## config.mk

```make
export PLATFORM = sky130hd
export DESIGN_NAME = conv_pe_multilane
export DESIGN_NICKNAME = d
export VERILOG_FILES = /design/src/rtl/conv_pe_multilane.sv
export SDC_FILE = /design/constraint.sdc
export NUM_CORES = 2
export LEC_CHECK = 0
export ABC_AREA = 1
export CAP_MARGIN = 40
export CELL_PAD_IN_SITES_DETAIL_PLACEMENT = 0
export CELL_PAD_IN_SITES_GLOBAL_PLACEMENT = 1
export CORE_AREA = 2 2 358 396
export DETAILED_ROUTE_END_ITERATION = 8
export DIE_AREA = 0 0 360 398
export PLACE_DENSITY = 0.85
export SYNTH_ARGS = -nofsm -noshare
export SYNTH_HDL_FRONTEND = slang
export SYNTH_SLANG_ARGS = --single-unit
```

## constraint.sdc

```tcl
create_clock -name clk -period 3.2 [get_ports clk]
set_input_delay 0.64 -clock clk [delete_from_list [all_inputs] [get_ports clk]]
set_output_delay 0.64 -clock clk [all_outputs]
set_load 0.03 [all_outputs]
```

## src/rtl/conv_pe_multilane.sv

```systemverilog
// conv_pe_multilane: LANES signed MACs per beat, registered adder tree and
// per-group accumulator, psum out over valid/ready. PE_SAT_EN: saturate acc.
// Ports: clk, rstn (async, active-low); cfg_len, cfg_psum_en, psum_in
// (sampled on first beat); in_valid/in_ready with ifmap/fltr (lane 0 LSBs);
// out_valid/out_ready with out_psum; ovf (sticky per group); busy.
module conv_pe_multilane #(
    parameter int DATA_WIDTH = 16,
    parameter int LANES      = 4,
    parameter int ACC_WIDTH  = 40,
    parameter int MULT_LAT   = 2,
    parameter int CNT_WIDTH  = 8
) (
    input  logic                          clk,
    input  logic                          rstn,
    input  logic [CNT_WIDTH-1:0]          cfg_len,
    input  logic                          cfg_psum_en,
    input  logic [ACC_WIDTH-1:0]          psum_in,
    input  logic                          in_valid,
    output logic                          in_ready,
    input  logic [LANES*DATA_WIDTH-1:0]   ifmap,
    input  logic [LANES*DATA_WIDTH-1:0]   fltr,
    output logic                          out_valid,
    input  logic                          out_ready,
    output logic [ACC_WIDTH-1:0]          out_psum,
    output logic                          ovf,
    output logic                          busy
);

    typedef enum logic [1:0] {IDLE, ACC, DRAIN, HOLD} state_t;

    localparam int PW  = 2 * DATA_WIDTH;
    localparam int DCW = $clog2(MULT_LAT + 2);
    localparam int MSB = ACC_WIDTH - 1;

    typedef logic signed [PW-1:0]        prod_t;
    typedef logic signed [ACC_WIDTH-1:0] acc_t;

`ifdef PE_SAT_EN
    localparam acc_t ACC_MAX = {1'b0, {(ACC_WIDTH-1){1'b1}}};
    localparam acc_t ACC_MIN = {1'b1, {(ACC_WIDTH-1){1'b0}}};
`endif

    state_t               state;
    state_t               state_nxt;
    logic [CNT_WIDTH-1:0] cnt;
    logic [CNT_WIDTH-1:0] cnt_inc;
    logic [CNT_WIDTH-1:0] len_q;
    logic [CNT_WIDTH-1:0] len_eff;
    logic                 pen_q;
    acc_t                 psum_q;
    logic [DCW-1:0]       dcnt;
    logic                 accept;
    logic                 first_beat;

    logic signed [DATA_WIDTH-1:0] op_a [LANES];
    logic signed [DATA_WIDTH-1:0] op_b [LANES];
    prod_t                        mul_q [MULT_LAT][LANES];
    logic [MULT_LAT-1:0]          vld_q;
    logic [MULT_LAT-1:0]          fst_q;

    acc_t tree;
    acc_t tree_q;
    logic tv_q;
    logic tf_q;

    acc_t acc_q;
    acc_t addend;
    acc_t sum_raw;
    acc_t acc_nxt;
    logic step_ovf;

    assign accept     = in_valid & in_ready;
    assign first_beat = accept & (state == IDLE);
    assign len_eff    = (cfg_len == '0) ? CNT_WIDTH'(1) : cfg_len;
    assign cnt_inc    = cnt + CNT_WIDTH'(1);
    assign busy       = (state != IDLE);

    always_comb begin
        state_nxt = state;
        unique case (state)
            IDLE:    if (accept)
                         state_nxt = (len_eff == CNT_WIDTH'(1)) ? DRAIN : ACC;
            ACC:     if (accept && cnt_inc == len_q)
                         state_nxt = DRAIN;
            // wait for the last beat to clear multiplier, tree and acc
            DRAIN:   if (dcnt == DCW'(MULT_LAT + 1))
                         state_nxt = HOLD;
            HOLD:    if (out_valid && out_ready)
                         state_nxt = IDLE;
            default: state_nxt = IDLE;
        endcase
    end

    always_ff @(posedge clk or negedge rstn) begin
        if (!rstn) begin
            state     <= IDLE;
            in_ready  <= 1'b1;
            out_valid <= 1'b0;
            cnt       <= '0;
            len_q     <= '0;
            pen_q     <= 1'b0;
            psum_q    <= '0;
            dcnt      <= '0;
            out_psum  <= '0;
        end else begin
            state     <= state_nxt;
            in_ready  <= (state_nxt == IDLE) || (state_nxt == ACC);
            out_valid <= (state_nxt == HOLD);
            if (first_beat) begin
                len_q  <= len_eff;
                pen_q  <= cfg_psum_en;
                psum_q <= $signed(psum_in);
                cnt    <= CNT_WIDTH'(1);
            end else if (accept) begin
                cnt <= cnt_inc;
            end
            dcnt <= (state == DRAIN) ? dcnt + DCW'(1) : '0;
            if (state == DRAIN && state_nxt == HOLD)
                out_psum <= acc_q;
        end
    end

    always_comb begin
        for (int l = 0; l < LANES; l++) begin
            op_a[l] = ifmap[l*DATA_WIDTH +: DATA_WIDTH];
            op_b[l] = fltr[l*DATA_WIDTH +: DATA_WIDTH];
        end
    end

    always_ff @(posedge clk or negedge rstn) begin
        if (!rstn) begin
            for (int s = 0; s < MULT_LAT; s++)
                for (int l = 0; l < LANES; l++)
                    mul_q[s][l] <= '0;
            vld_q <= '0;
            fst_q <= '0;
        end else begin
            for (int l = 0; l < LANES; l++)
                mul_q[0][l] <= prod_t'(op_a[l]) * prod_t'(op_b[l]);
            vld_q[0] <= accept;
            fst_q[0] <= first_beat;
            for (int s = 1; s < MULT_LAT; s++) begin
                mul_q[s] <= mul_q[s-1];
                vld_q[s] <= vld_q[s-1];
                fst_q[s] <= fst_q[s-1];
            end
        end
    end

    always_comb begin
        tree = '0;
        for (int l = 0; l < LANES; l++)
            tree = tree + acc_t'(mul_q[MULT_LAT-1][l]);
    end

    always_ff @(posedge clk or negedge rstn) begin
        if (!rstn) begin
            tree_q <= '0;
            tv_q   <= 1'b0;
            tf_q   <= 1'b0;
        end else begin
            tree_q <= tree;
            tv_q   <= vld_q[MULT_LAT-1];
            tf_q   <= fst_q[MULT_LAT-1];
        end
    end

    // first sum of a group loads acc (optionally seeded by psum_in)
    always_comb begin
        addend   = tf_q ? (pen_q ? psum_q : '0) : acc_q;
        sum_raw  = addend + tree_q;
        step_ovf = (addend[MSB] == tree_q[MSB]) &&
                   (sum_raw[MSB] != addend[MSB]);
`ifdef PE_SAT_EN
        acc_nxt = step_ovf ? (addend[MSB] ? ACC_MIN : ACC_MAX) : sum_raw;
`else
        acc_nxt = sum_raw;
`endif
    end

    always_ff @(posedge clk or negedge rstn) begin
        if (!rstn) begin
            acc_q <= '0;
            ovf   <= 1'b0;
        end else begin
            if (tv_q)
                acc_q <= acc_nxt;
            if (first_beat)
                ovf <= 1'b0;
            else if (tv_q && step_ovf)
                ovf <= 1'b1;
        end
    end

endmodule

```

# --- Yosys cells after proc, flatten, opt, wreduce, memory -nomap -nowiden ---
# Index checks and enable logic that the tools add are counted.
op_classes:
  add_sub_neg: 6
  n_mul: 4
  eq_ne: 10
  mux: 14
  bitwise_logic: 2
  n_reduce_logical: 12
ops:
  columns: ["cell", "n"]
  rows:
  - ["16-bit by 16-bit multiplier with 32-bit output", 4]
  - ["40-bit two-way mux", 2]
  - ["40-bit by 35-bit adder with 40-bit output", 1]
  - ["34-bit by 32-bit adder with 35-bit output", 1]
  - ["33-bit by 32-bit adder with 34-bit output", 1]
  - ["32-bit by 32-bit adder with 33-bit output", 1]
  - ["8-bit two-way mux", 3]
  - ["2-bit two-way mux", 6]
  - ["8-bit by 1-bit adder with 8-bit output, second input constant", 1]
  - ["2-bit == test, second input constant", 4]
  - ["8-bit by 1-bit == test with 1-bit output, second input constant", 1]
  - ["8-bit == test", 1]
  - ["8-bit zero test", 1]
  - ["2-bit one-hot mux with 4 select lines", 1]
  - ["2-bit nonzero test", 3]
  - ["1-bit logical AND", 5]
  - ["2-bit by 1-bit == test with 1-bit output, second input constant", 2]
  - ["2-bit zero test", 2]
  - ["2-bit by 1-bit adder with 2-bit output, second input constant", 1]
  - ["1-bit AND", 2]
  - ["1-bit two-way mux", 2]
  - ["1-bit == test", 1]
  - ["1-bit logical OR", 1]
  - ["1-bit inequality test", 1]
word_totals:
  register_bits: 441
  input_bits: 181
  output_inout_bits: 44
  elab_cells: 72

# --- Depth between registers and ports, before layout ---
depth:
  depth_word: 8
  ltp_mapped: 26
  ltp_nobuf: 24

# --- Least setup slack after synthesis ---
# No wires, ideal clock.
synth_timing:
  path_type: "input to register"
  startpoint: "input fltr[5]"
  endpoint: "register mul_q[255] (netlist bit)"
  setup_time_ps: 116
  t_arrival_ps: 5697
  required_time_ps: 3084
  path_slack_ps: -2614
  cell_stages: 21
  n_path_buf: 2
  path_cell_list: "clkbuf_1 -> clkbuf_1 -> nand2_1 -> fa_1 -> inv_1 -> fa_1 -> fa_1 -> fa_1 -> fa_1 -> inv_1 -> fa_1 -> inv_1 -> ha_1 -> a21oi_1 -> o21ai_0 -> a21oi_1 -> nor2_1 -> a211oi_1 -> nand2_1 -> nand2_1 -> nand2_1"
synth_via:
  elab_chain_cells: 1
synth_lines:
  columns: ["element", "line_no", "rtl"]
  rows:
  - ["start: declaration", "21", "input logic [LANES*DATA_WIDTH-1:0] fltr,"]
  - ["16-bit by 16-bit multiplier with 32-bit output", "139", "mul_q[0][l] <= prod_t'(op_a[l]) * prod_t'(op_b[l]);"]
  - ["end signal: indexed assignment", "139", null]
  - ["end signal: indexed assignment", "143", "mul_q[s] <= mul_q[s-1];"]
  - ["end: declaration", "57", "prod_t mul_q [MULT_LAT][LANES];"]
# No other way between the ends.
# A chain may end at the register's enable or synchronous reset.

# --- Worst setup path after layout ---
layout_timing:
  startpoint: "input ifmap[63]"
  endpoint: "register mul_q[157] (netlist bit)"
layout_via:
  elab_chain_cells: 1
layout_lines:
  columns: ["element", "line_no", "rtl"]
  rows:
  - ["start: declaration", "20", "input logic [LANES*DATA_WIDTH-1:0] ifmap,"]
  - ["16-bit by 16-bit multiplier with 32-bit output", "139", null]
# No other way between the ends.

==> results.py <==
metrics = {
    "worst_setup_path": {
        "cp-start-kind": "input port",
        "crit_fanout": 8,
        "cp_cell_sequence": "buf_12 -> buf_12 -> nand2_8 -> inv_4 -> fa_2 -> fa_2 -> buf_6 -> fa_2 -> inv_2 -> fa_1 -> inv_2 -> fa_1 -> fa_1 -> ha_4 -> nand2_4 -> nor2_4 -> nand2_2 -> nor4_4 -> nand2_2 -> nand4_1 -> nand2_1",
        "crit_path_end_kind": "flip-flop",
        "critPathLaunch": "ifmap[63]",
        "critical-path-top-delay-family": "adder cells",
        "worst_ep_required_time_ps": 3650,
        "slowest_stage": "fa_2",
        "crit_type": "in -> reg",
        "cp.arrival_ps": 5670,
        "crit_buf_inv": 6,
        "rr_startpoint": "mul_q[65]",
        "crit_path_max_incr_delay_ps": 690,
    },
    "global_routing": {
        "overflow": 0,
        "antenna_found_initial": 1,
        "met1_usage": 0.321,
        "met2_usage": 0.460,
        "met3_usage": 0.0254,
        "grt_max_degree": 84,
        "grt_pass1_vias": 55800,
        "grt_usage": 0.255,
        "grt_pass1_wl_um": 292000,
        "top_usage_layer": "met2",
    },
    "timing": {
        "worst_hold_slack_ps": 64.0,
        "hold_viol_final": 0,
        "setup_viol_count_final": 113,
        "rsz0062_at_grt": "yes",
        "setup_ws_ps": -2020,
        "min_period_ps": 5220,
        "timing.setup.tns_ps": -171080,
        "finClkSkew_ps": 16.4,
        "tightest_slew_ps": 730,
        "fmaxAchievable_mhz": 191,
        "slew_headroom": 0.514,
        "drv_slew": 0,
        "timing.final.crit_share": 1.63,
    },
    "die": {
        "coreArea_sq_um": 139000,
        "num_rows": 144,
        "die_y_um": 398,
        "start_util": 0.438,
        "die-width_um": 360,
        "die_area_sq_um": 143000,
        "boundaryPins": 225,
    },
    "cells_and_area": {
        "drive_above_1_share": 0.332,
        "design_area_sq_um": 84900,
        "final_cell_mix": "inv_1 (1599), nand2_1 (1416), fa_1 (980)",
        "layout_commonest_cell": "inv_1",
        "area_delta_synth_final_pct": 39.3,
        "fin_nets": 10100,
    },
    "clock_network": {
        "cts_root_buf": "clkbuf_16",
        "clk_path_buf_depth": 3,
        "cts_made_buffers": 47,
        "cts_max_level": 2,
        "clock-sinks": 441,
        "cts_tree": "done",
        "clk_pin_slew_ps": 60,
        "clock_latency_ps": 580,
    },
    "synthesis": {
        "syn_avg_cell_area_sq_um": 8.39,
        "synth_area_sq_um": 60900,
        "yosys_warnings": 0,
        "synthCells": 7261,
        "synthFlopType": "dfrtp_1",
        "syn_nets": 8959,
        "ys_seq_elements": 441,
        "yosysSeqAreaShare": 0.181,
        "synthArstFlopShare": 1.00,
        "synth_edf_count": 0,
        "ys_types": 51,
    },
    "place": {
        "dp_hpwl_um": 138000,
        "gp_congestion": 0.944,
        "portBuffers": 224,
        "place_area_sq_um": 73100,
    },
    "route": {
        "drtAntennaViolNets": 0,
        "route.detailed.drc": 0,
        "avgViaCountPerCell": 4.97,
        "first_pass_iters": 5,
        "wirelength_um": 182000,
        "vias": 51100,
        "drtIter0Drc": 3121,
        "routedWlPerCell_um": 17.7,
    },
    "flow_run": {
        "drv_cap": 0,
    },
    "run_status": {
        "status": "finished with violations",
        "violations": "negative setup slack",
    },
    "min_path": {
        "hold_class": "in -> async",
    },
}
cells by family (layout without fill, tap and decap cells):
family	count (synthesis)	count (layout)	share of synthesized area
and+or+nand+nor	2359	2359	0.157
buffers and inverters	2204	3406	0.136
AOI/OAI and AO/OA	560	560	0.0519
xor gates and xnor gates	180	180	0.0259
adders and majority gates	1517	1517	0.449
DFF	441	441	0.181
other	0	1	0
routing by layer:
metal,part of all wire,up-vias,wire (um)
li1,-,23400,-
met3,0.047,439,8480
met1,0.40,25800,72100
met4,0.036,0,6590
met2,0.52,1489,95000
met5,0,-,0
registers in the layout (all words and copies together) (netlist names), 2 cells and up:
signal    flops
tree_q       35
acc_q        40
vld_q         2
out_psum     40
len_q         8
dcnt          2
state         2
mul_q       256
fst_q         2
psum_q       40
cnt           8
area by class of cell:
cell class                      instances  area, sq um
Antenna cell                            1         2.50
Clock buffer                           67         1340
Clock inverter                         17          180
Fill cell                           11100        54400
Inverter                             1931         7320
Multi-Input combinational cell       4616        48600
Sequential cell                       441        11000
Tap cell                             1825         2280
Timing Repair Buffer                 1391        14100
synth_stat cells, drive strengths merged, types with 5 or more instances:
cell / number / area [sq um]
a21o: 22 / 165
nand3b: 15 / 113
nor3: 34 / 225
o211ai: 12 / 95.1
nand4: 46 / 288
xnor2: 69 / 604
nor2: 294 / 1130
a221oi: 5 / 43.8
xor2: 111 / 972
nor4: 11 / 75.1
fa: 1114 / 22300
nand2: 1750 / 6580
buf: 8 / 33.8
a31oi: 11 / 68.8
a21oi: 211 / 1090
o21bai: 22 / 169
ha: 403 / 5040
a21boi: 7 / 71.3
o22ai: 6 / 37.5
dfrtp: 440 / 11000
a211oi: 5 / 37.5
clkbuf: 265 / 995
nand3: 185 / 971
o21ai: 249 / 1290
inv: 1930 / 7240
or2: 23 / 144
stage by stage:
stage / worst slack [ps] / cells / utilization
after CTS: -1930 / 10200 / 0.588
after global routing: -2170 / 10300 / 0.609
after detailed placement: -3060 / 9777 / 0.525
final: -2020 / 10300 / 0.609
after global placement: -3080 / 9776 / 0.525
after floorplan: -2150 / 7261 / -
timing repair:
item | CTS | global route
pin swaps | 770 | 581
endpoints found under the setup margin | 124 | 129
resized for setup | 1718 | 702
buffers inserted | 327 | 115
hold buffers | 0 | 0
gates cloned | 36 | 1
worst register-to-register path: cells and delay by family, from the launching register on:
family	cells	cell delay, ps
XOR/XNOR	1	160
buffers and inverters	2	110
AND/OR/NAND/NOR	6	560
adder cells (fa/ha/maj)	4	1580
flip-flops	1	470
AO/OA/AOI/OAI	2	310
final timing paths:
check | end | slack [ps] | cells past startpoint
max | mul_q[157] | -2020 | 21
min | len_q[3] | 60 | 1
max reg2reg | tree_q[19] | -90 | 15
min reg2reg | mul_q[78] | 350 | 0
max in group asynchronous | mul_q[238] | 2210 | 2
min in group clk | mul_q[78] | 350 | 0
Power is not shown: default switching activity piles up to over one toggle a cycle in this logic, so the estimate is an artifact.
